==> src/rtl/stream_fifo_if.sv <==
// rtl/stream_fifo_if.sv - valid/ready stream bundle used on both sides of stream_fifo
interface stream_fifo_if #(
    parameter int WIDTH = 256
);
    logic             valid;
    logic             ready;
    logic [WIDTH-1:0] data;

    // Source side drives valid/data, sink side drives ready.
    modport master (output valid, output data, input ready);
    modport slave  (input valid, input data, output ready);
endinterface

==> src/rtl/stream_fifo.sv <==
// rtl/stream_fifo.sv - parametrised valid/ready FIFO with FWFT or registered output
module stream_fifo #(
    parameter int WIDTH     = 256,
    parameter int DEPTH     = 4,
    parameter int FWFT      = 1,
    parameter int AF_THRESH = DEPTH - 1,
    parameter int AE_THRESH = 1,
    localparam int CAP      = DEPTH + ((FWFT != 0) ? 0 : 1),
    localparam int CW       = $clog2(CAP + 1)
) (
    input  logic          clk,
    input  logic          reset_n,
    input  logic          flush_i,
    input  logic          hw_clear_i,
    stream_fifo_if.slave  in_if,
    stream_fifo_if.master out_if,
    output logic [CW-1:0] count_o,
    output logic [CW-1:0] high_water_o,
    output logic          almost_full_o,
    output logic          almost_empty_o
);
    localparam int PW = (DEPTH > 1) ? $clog2(DEPTH) : 1;
    localparam int MW = $clog2(DEPTH + 1);

    generate
        if (DEPTH < 2 || WIDTH < 1) begin : g_bad_params
            $error("stream_fifo: DEPTH must be >= 2 and WIDTH >= 1");
        end
    endgenerate

    logic [WIDTH-1:0] mem [DEPTH];

    logic [PW-1:0]    wr_ptr_q, wr_ptr_d;
    logic [PW-1:0]    rd_ptr_q, rd_ptr_d;
    logic [MW-1:0]    mcount_q, mcount_d;
    logic [CW-1:0]    count_q, count_d;
    logic [CW-1:0]    hw_q, hw_d;
    logic             ovalid_q, ovalid_d;
    logic [WIDTH-1:0] odata_q, odata_d;

    logic in_ready;
    logic out_valid;
    logic accept;
    logic pop;
    logic mem_rd;

    // Explicit wrap so non-power-of-2 depths address only valid entries.
    function automatic logic [PW-1:0] ptr_inc(input logic [PW-1:0] p);
        return (p == PW'(DEPTH - 1)) ? '0 : p + 1'b1;
    endfunction

    // A full memory refuses writes even when a pop happens in the same cycle.
    assign in_ready  = (mcount_q < MW'(DEPTH));
    assign out_valid = (FWFT != 0) ? (mcount_q != '0) : ovalid_q;
    assign accept    = in_if.valid && in_ready && !flush_i;
    assign pop       = out_valid && out_if.ready && !flush_i;
    // In registered mode the memory is read whenever the output register is free or draining.
    assign mem_rd    = (FWFT != 0) ? pop
                                   : ((!ovalid_q || pop) && (mcount_q != '0) && !flush_i);

    assign in_if.ready    = in_ready;
    assign out_if.valid   = out_valid;
    assign out_if.data    = (FWFT != 0) ? mem[rd_ptr_q] : odata_q;
    assign count_o        = count_q;
    assign high_water_o   = hw_q;
    assign almost_full_o  = (int'(count_q) >= AF_THRESH);
    assign almost_empty_o = (int'(count_q) <= AE_THRESH);

    // Next-state: flush wins over any handshake; otherwise advance pointers and counts.
    always_comb begin
        wr_ptr_d = wr_ptr_q;
        rd_ptr_d = rd_ptr_q;
        mcount_d = mcount_q;
        count_d  = count_q;
        ovalid_d = ovalid_q;
        odata_d  = odata_q;
        if (flush_i) begin
            wr_ptr_d = '0;
            rd_ptr_d = '0;
            mcount_d = '0;
            count_d  = '0;
            ovalid_d = 1'b0;
        end else begin
            if (accept) wr_ptr_d = ptr_inc(wr_ptr_q);
            if (mem_rd) rd_ptr_d = ptr_inc(rd_ptr_q);
            mcount_d = mcount_q + MW'(accept) - MW'(mem_rd);
            count_d  = count_q + CW'(accept) - CW'(pop);
            if (FWFT == 0) begin
                if (mem_rd) begin
                    ovalid_d = 1'b1;
                    odata_d  = mem[rd_ptr_q];
                end else if (pop) begin
                    ovalid_d = 1'b0;
                end
            end
        end
        // With flush, count_d is 0, so a coincident hw_clear leaves high_water at 0.
        hw_d = hw_q;
        if (hw_clear_i) begin
            hw_d = count_d;
        end else if (count_d > hw_q) begin
            hw_d = count_d;
        end
    end

    // Control state; asynchronous reset discards everything immediately.
    always_ff @(posedge clk or negedge reset_n) begin
        if (!reset_n) begin
            wr_ptr_q <= '0;
            rd_ptr_q <= '0;
            mcount_q <= '0;
            count_q  <= '0;
            hw_q     <= '0;
            ovalid_q <= 1'b0;
            odata_q  <= '0;
        end else begin
            wr_ptr_q <= wr_ptr_d;
            rd_ptr_q <= rd_ptr_d;
            mcount_q <= mcount_d;
            count_q  <= count_d;
            hw_q     <= hw_d;
            ovalid_q <= ovalid_d;
            odata_q  <= odata_d;
        end
    end

    // Storage array is not reset; it is written only on an accepted word.
    always_ff @(posedge clk) begin
        if (reset_n && accept) begin
            mem[wr_ptr_q] <= in_if.data;
        end
    end
endmodule

==> src/flat_wrapper.sv <==
// flat-port wrapper written by rule: the top's interface ports become plain ports
module stream_fifo_flat 
#(
    parameter int WIDTH     = 256,
    parameter int DEPTH     = 4,
    parameter int FWFT      = 1,
    parameter int AF_THRESH = DEPTH - 1,
    parameter int AE_THRESH = 1,
    localparam int CAP      = DEPTH + ((FWFT != 0) ? 0 : 1),
    localparam int CW       = $clog2(CAP + 1)
)
  (clk, reset_n, flush_i, hw_clear_i, count_o, high_water_o, almost_full_o, almost_empty_o, in_if_valid, in_if_data, in_if_ready, out_if_valid, out_if_data, out_if_ready);
  stream_fifo_if #(.WIDTH(WIDTH)) in_if_i ();
  stream_fifo_if #(.WIDTH(WIDTH)) out_if_i ();
  input  logic clk;
  input  logic reset_n;
  input  logic flush_i;
  input  logic hw_clear_i;
  output logic [CW-1:0] count_o;
  output logic [CW-1:0] high_water_o;
  output logic almost_full_o;
  output logic almost_empty_o;
  input wire logic [$bits(in_if_i.valid)-1:0] in_if_valid;
  input wire logic [$bits(in_if_i.data)-1:0] in_if_data;
  output wire logic [$bits(in_if_i.ready)-1:0] in_if_ready;
  output wire logic [$bits(out_if_i.valid)-1:0] out_if_valid;
  output wire logic [$bits(out_if_i.data)-1:0] out_if_data;
  input wire logic [$bits(out_if_i.ready)-1:0] out_if_ready;
  assign in_if_i.valid = in_if_valid;
  assign in_if_i.data = in_if_data;
  assign in_if_ready = in_if_i.ready;
  assign out_if_valid = out_if_i.valid;
  assign out_if_data = out_if_i.data;
  assign out_if_i.ready = out_if_ready;
  stream_fifo #(.WIDTH(WIDTH), .DEPTH(DEPTH), .FWFT(FWFT), .AF_THRESH(AF_THRESH), .AE_THRESH(AE_THRESH)) u_core (.clk(clk), .reset_n(reset_n), .flush_i(flush_i), .hw_clear_i(hw_clear_i), .in_if(in_if_i), .out_if(out_if_i), .count_o(count_o), .high_water_o(high_water_o), .almost_full_o(almost_full_o), .almost_empty_o(almost_empty_o));
endmodule
==> config.mk <==
export PLATFORM = sky130hd
export DESIGN_NAME = stream_fifo_flat
export DESIGN_NICKNAME = d
export VERILOG_FILES = /design/src/rtl/stream_fifo_if.sv /design/src/rtl/stream_fifo.sv /design/src/flat_wrapper.sv
export SDC_FILE = /design/constraint.sdc
export NUM_CORES = 1
export LEC_CHECK = 0
export ABC_AREA = 1
export ABC_CLOCK_PERIOD_IN_PS = 24700
export CORE_MARGIN = 1
export CORE_UTILIZATION = 35
export CTS_BUF_LIST = sky130_fd_sc_hd__clkbuf_8 sky130_fd_sc_hd__clkbuf_16
export DETAILED_ROUTE_END_ITERATION = 8
export MAX_ROUTING_LAYER = met4
export PLACE_DENSITY_LB_ADDON = 0.3
export SLEW_MARGIN = 0
export SYNTH_ARGS = -nofsm -noshare
export SYNTH_HDL_FRONTEND = slang
export SYNTH_SLANG_ARGS = --single-unit
export TNS_END_PERCENT = 30
==> constraint.sdc <==
create_clock -name clk -period 24.7 [get_ports clk]
set_clock_uncertainty 0.05 [all_clocks]
set_input_delay 4.94 -clock clk [delete_from_list [all_inputs] [get_ports clk]]
set_output_delay 4.94 -clock clk [all_outputs]
set_load 0.02 [all_outputs]
==> impl_summary.md <==
Clocking
No sink is reached through more buffers than the 3 on the longest clock path. The total setup buffers inserted after CTS is 0. The clock latency on the worst-skew pair is 690 ps. In this run the number of H-tree levels came out at 3. TritonCTS built the clock tree.

The cell at the root of the clock tree is sky130_fd_sc_hd__clkbuf_16. The number of hold buffers added after cts is 0. TritonCTS created 107 clock buffers.

After clock tree synthesis, the clock-pin slew on the worst setup and hold paths is 60 ps. In this run, post-CTS repair resized a total of 0 instances. The clock sink total is 1,037.

Pwr
The fraction of power consumed by sequential logic is 0.377. The cell leakage power is 15.7 nW. The clock group share of total power is 0.280. The power density normalized to cell area is 111 nW/um^2.

The part of the power in combinational logic is 0.343. Internal power comes to 3.54 mW. The switching fraction of total power is 0.339. The net switching power is 1.82 mW. The maximum VDD drop is 0.0000668 V.

Finish
The filler cell count in the final layout is 9,701. The multi-input logic area is 6570 sq um. Of the cells placed in the final design, the portion with a size suffix greater than 1 is 0.0575. Summing all flip-flop and latch instances after layout gives 31,100 sq um. The post-layout net count is 3,353. The synthesis-to-layout area growth is 25.5%.

Yosys
For this run, the register share of the synthesized area comes to 0.804. The post-synthesis instance area is 38,600 sq um. The average cell area after synthesis is 15.0 sq um.

The number of library cell types mapped by synthesis is 24. The post-synthesis sequential element count is 1,037. Synthesis produced a netlist whose cell count is 2,581. Counting every net in the synthesized netlist gives 2,859. During synthesis, Yosys emitted a total of 0 warnings.

Detailed routing
The average wire length per cell after detail routing is 19.8 um. The mean number of vias per cell is 4.90. After detailed routing, the number of remaining DRC violations is 0.

The first-pass iteration count of the detailed router is 7. After detailed routing, the total wire length is 92,300 um. The detail route stage leaves a number of antenna-violating nets equal to 0. The via count of the routed design is 22.8k. The starting DRC count in detailed routing is 1,416.

Critical path
Data on the critical path is required at its endpoint by 19,710 ps. STA puts the critical path data arrival time at 4970 ps. The endpoint type of the worst setup path is an output port. The critical path launch point type is a flop. The worst register-to-register path has a setup slack of 20,560 ps.

The setup path with the least slack is of type flop to output port. The maximum net fanout on the critical path is 296.

Hold path
The min-delay analysis places its worst path in the category flop to flop.

Global routing
The initial antenna violation count is 11. After global routing the overflow that remains totals 0. The first global-routing pass estimated 139,000 um of wire.

For this run, the total global-route usage over all layers was measured as 0.166. The via count of the first global-routing pass is 22.3k. Entering global routing, the biggest net connects 297 pins.

Floorplan
The die footprint is 112,000 sq um. The initialized floorplan defines 121 standard-cell rows. The overall die width is 334 um. The die outline height is 334 um. Pin placement for this block handled 528 I/O pins. The core outline area is 109,000 sq um. The starting density of the core is 0.354.

STA
Based on the critical path, the design can be clocked at up to 100 MHz. Setup repair after global routing left no endpoint under its margin. Dividing the final minimum period by the clock period gives 0.403. Setup slack closes at 14,740 ps. The setup TNS is 0 ps.

The headroom to the max-slew limit is 0.225. The max-slew violation total from the final report was 0. The actual transition at the worst max-transition pin is 1160 ps.

The hold violation count in the final report was 0. Setup violations remaining at the end of the flow were counted as 0. The worst path in the final design needs a cycle of 9960 ps, including I/O delays and setup.

Placement
The count of buffers added on input and output ports is 527. The global placer's final weighted congestion is 0.752. The worst setup slack after placement is 15,290 ps.

The total half-perimeter wirelength after legalization and detailed placement is 52,200 um.

Status
The run finished with clean final reports.

Flow run
Max-cap violations in this run came to 0.
cell families after synthesis:
group	share of synthesized area
AO/OA/AOI/OAI	0.109
XOR/XNOR	0.000680
adder cells (fa/ha/maj)	0.00557
buffers and inverters	0.0266
flip-flops	0.804
AND/OR/NAND/NOR	0.0541
cell usage after synthesis (all sizes together):
library cell  count  share of area
edfxtp         1024           0.80
nor2            521          0.051
o21ai           516          0.067
o22ai           256          0.041
buf             120          0.019
clkbuf           50         0.0052
inv              26         0.0027
nand2            20         0.0019
ha               14         0.0045
dfrtp            13         0.0084
nand3            12         0.0016
a21oi             2        0.00026
fa                2         0.0010
xnor2             2        0.00045
a32o              1        0.00026
clkinv            1       0.000097
xor2              1        0.00023
worst paths after layout:
check,startpoint,cells past startpoint,endpoint
worst min register to register,u_core.high_water_o[1],2,u_core.high_water_o[1]
max in group asynchronous,reset_n,1,u_core.rd_ptr_q[0]
min in group asynchronous,reset_n,1,u_core.count_o[1]
worst max register to register,u_core.mcount_q[2],8,u_core.mem[0][136]
worst min-delay path,u_core.high_water_o[1],2,u_core.high_water_o[1]
worst max-delay path,u_core.rd_ptr_q[0],6,out_if_data[133]
placed cells by master, fill, tap and decap left out, types with 2 or more instances in the layout:
| cell type | count |
|---|---|
| sky130_fd_sc_hd__edfxtp_1 | 1024 |
| sky130_fd_sc_hd__o21ai_1 | 232 |
| sky130_fd_sc_hd__clkinv_8 | 3 |
| sky130_fd_sc_hd__ha_1 | 14 |
| sky130_fd_sc_hd__clkinv_1 | 29 |
| sky130_fd_sc_hd__nand2_1 | 20 |
| sky130_fd_sc_hd__o21ai_0 | 284 |
| sky130_fd_sc_hd__fa_1 | 2 |
| sky130_fd_sc_hd__clkinv_16 | 2 |
| sky130_fd_sc_hd__clkdlybuf4s50_1 | 527 |
| sky130_fd_sc_hd__inv_8 | 2 |
| sky130_fd_sc_hd__a21oi_1 | 2 |
| sky130_fd_sc_hd__nand3_1 | 12 |
| sky130_fd_sc_hd__buf_4 | 25 |
| sky130_fd_sc_hd__inv_1 | 49 |
| sky130_fd_sc_hd__o22ai_1 | 256 |
| sky130_fd_sc_hd__inv_6 | 3 |
| sky130_fd_sc_hd__buf_12 | 3 |
| sky130_fd_sc_hd__dfrtp_1 | 11 |
| sky130_fd_sc_hd__xnor2_1 | 2 |
| sky130_fd_sc_hd__bufinv_16 | 5 |
| sky130_fd_sc_hd__clkinv_2 | 22 |
| sky130_fd_sc_hd__dfrtp_4 | 2 |
| sky130_fd_sc_hd__diode_2 | 11 |
| sky130_fd_sc_hd__clkinv_4 | 2 |
| sky130_fd_sc_hd__nor2_1 | 517 |
| sky130_fd_sc_hd__clkbuf_16 | 107 |
| sky130_fd_sc_hd__nor2_4 | 4 |
stage by stage:
step,power [mW],instance area [sq um],hold WS (ps),util,instances
global route,5.60,48500,546,0.444,4652
detailed placement,3.91,45200,492,0.414,4442
finish,5.36,48500,497,0.444,4652
CTS,5.42,48500,507,0.444,4641
global placement,3.91,45200,482,0.414,4442
floorplan,3.08,38600,529,-,2581
registers in the layout, summed over array words and instances (netlist names):
signal / cells
u_core.high_water_o: 3
u_core.mem: 1024
u_core.rd_ptr_q: 2
u_core.count_o: 3
u_core.wr_ptr_q: 2
u_core.mcount_q: 3
routing by layer:
metal  GRT usage  up-vias  wire, um
li1            -    10800         -
met1       0.213    11300     39600
met2       0.267      568     45500
met3      0.0389      119      5460
met4      0.0410        0      1770
met5           -        -         0
cell type report:
cell class / count / share of cell area
multi-input cells: 1347 / 0.135
clock buffers: 107 / 0.0552
repair buffers: 555 / 0.114
well taps: 1476 / 0.0381
diodes: 11 / 0.000568
flip-flops and latches: 1037 / 0.641
inverters: 27 / 0.00279
clock inverters: 92 / 0.0128
critical path: stages, from the launching register on:
cell and delay [ps]:
sky130_fd_sc_hd__dfrtp_4 720, sky130_fd_sc_hd__clkinv_16 510, sky130_fd_sc_hd__buf_4 870, sky130_fd_sc_hd__buf_4 740, sky130_fd_sc_hd__o21ai_1 140, sky130_fd_sc_hd__o22ai_1 270, sky130_fd_sc_hd__clkdlybuf4s50_1 680
power by group through the flow:
stage	clock network, mW	registers [mW]	logic [mW]
floorplan	0	2.06	1.02
global placement	0	2.06	1.85
detailed placement	0	2.06	1.85
CTS	1.54	2.02	1.86
global route	1.61	2.02	1.97
finish	1.50	2.02	1.84
Note: power is estimated with default switching activity, not from simulation.
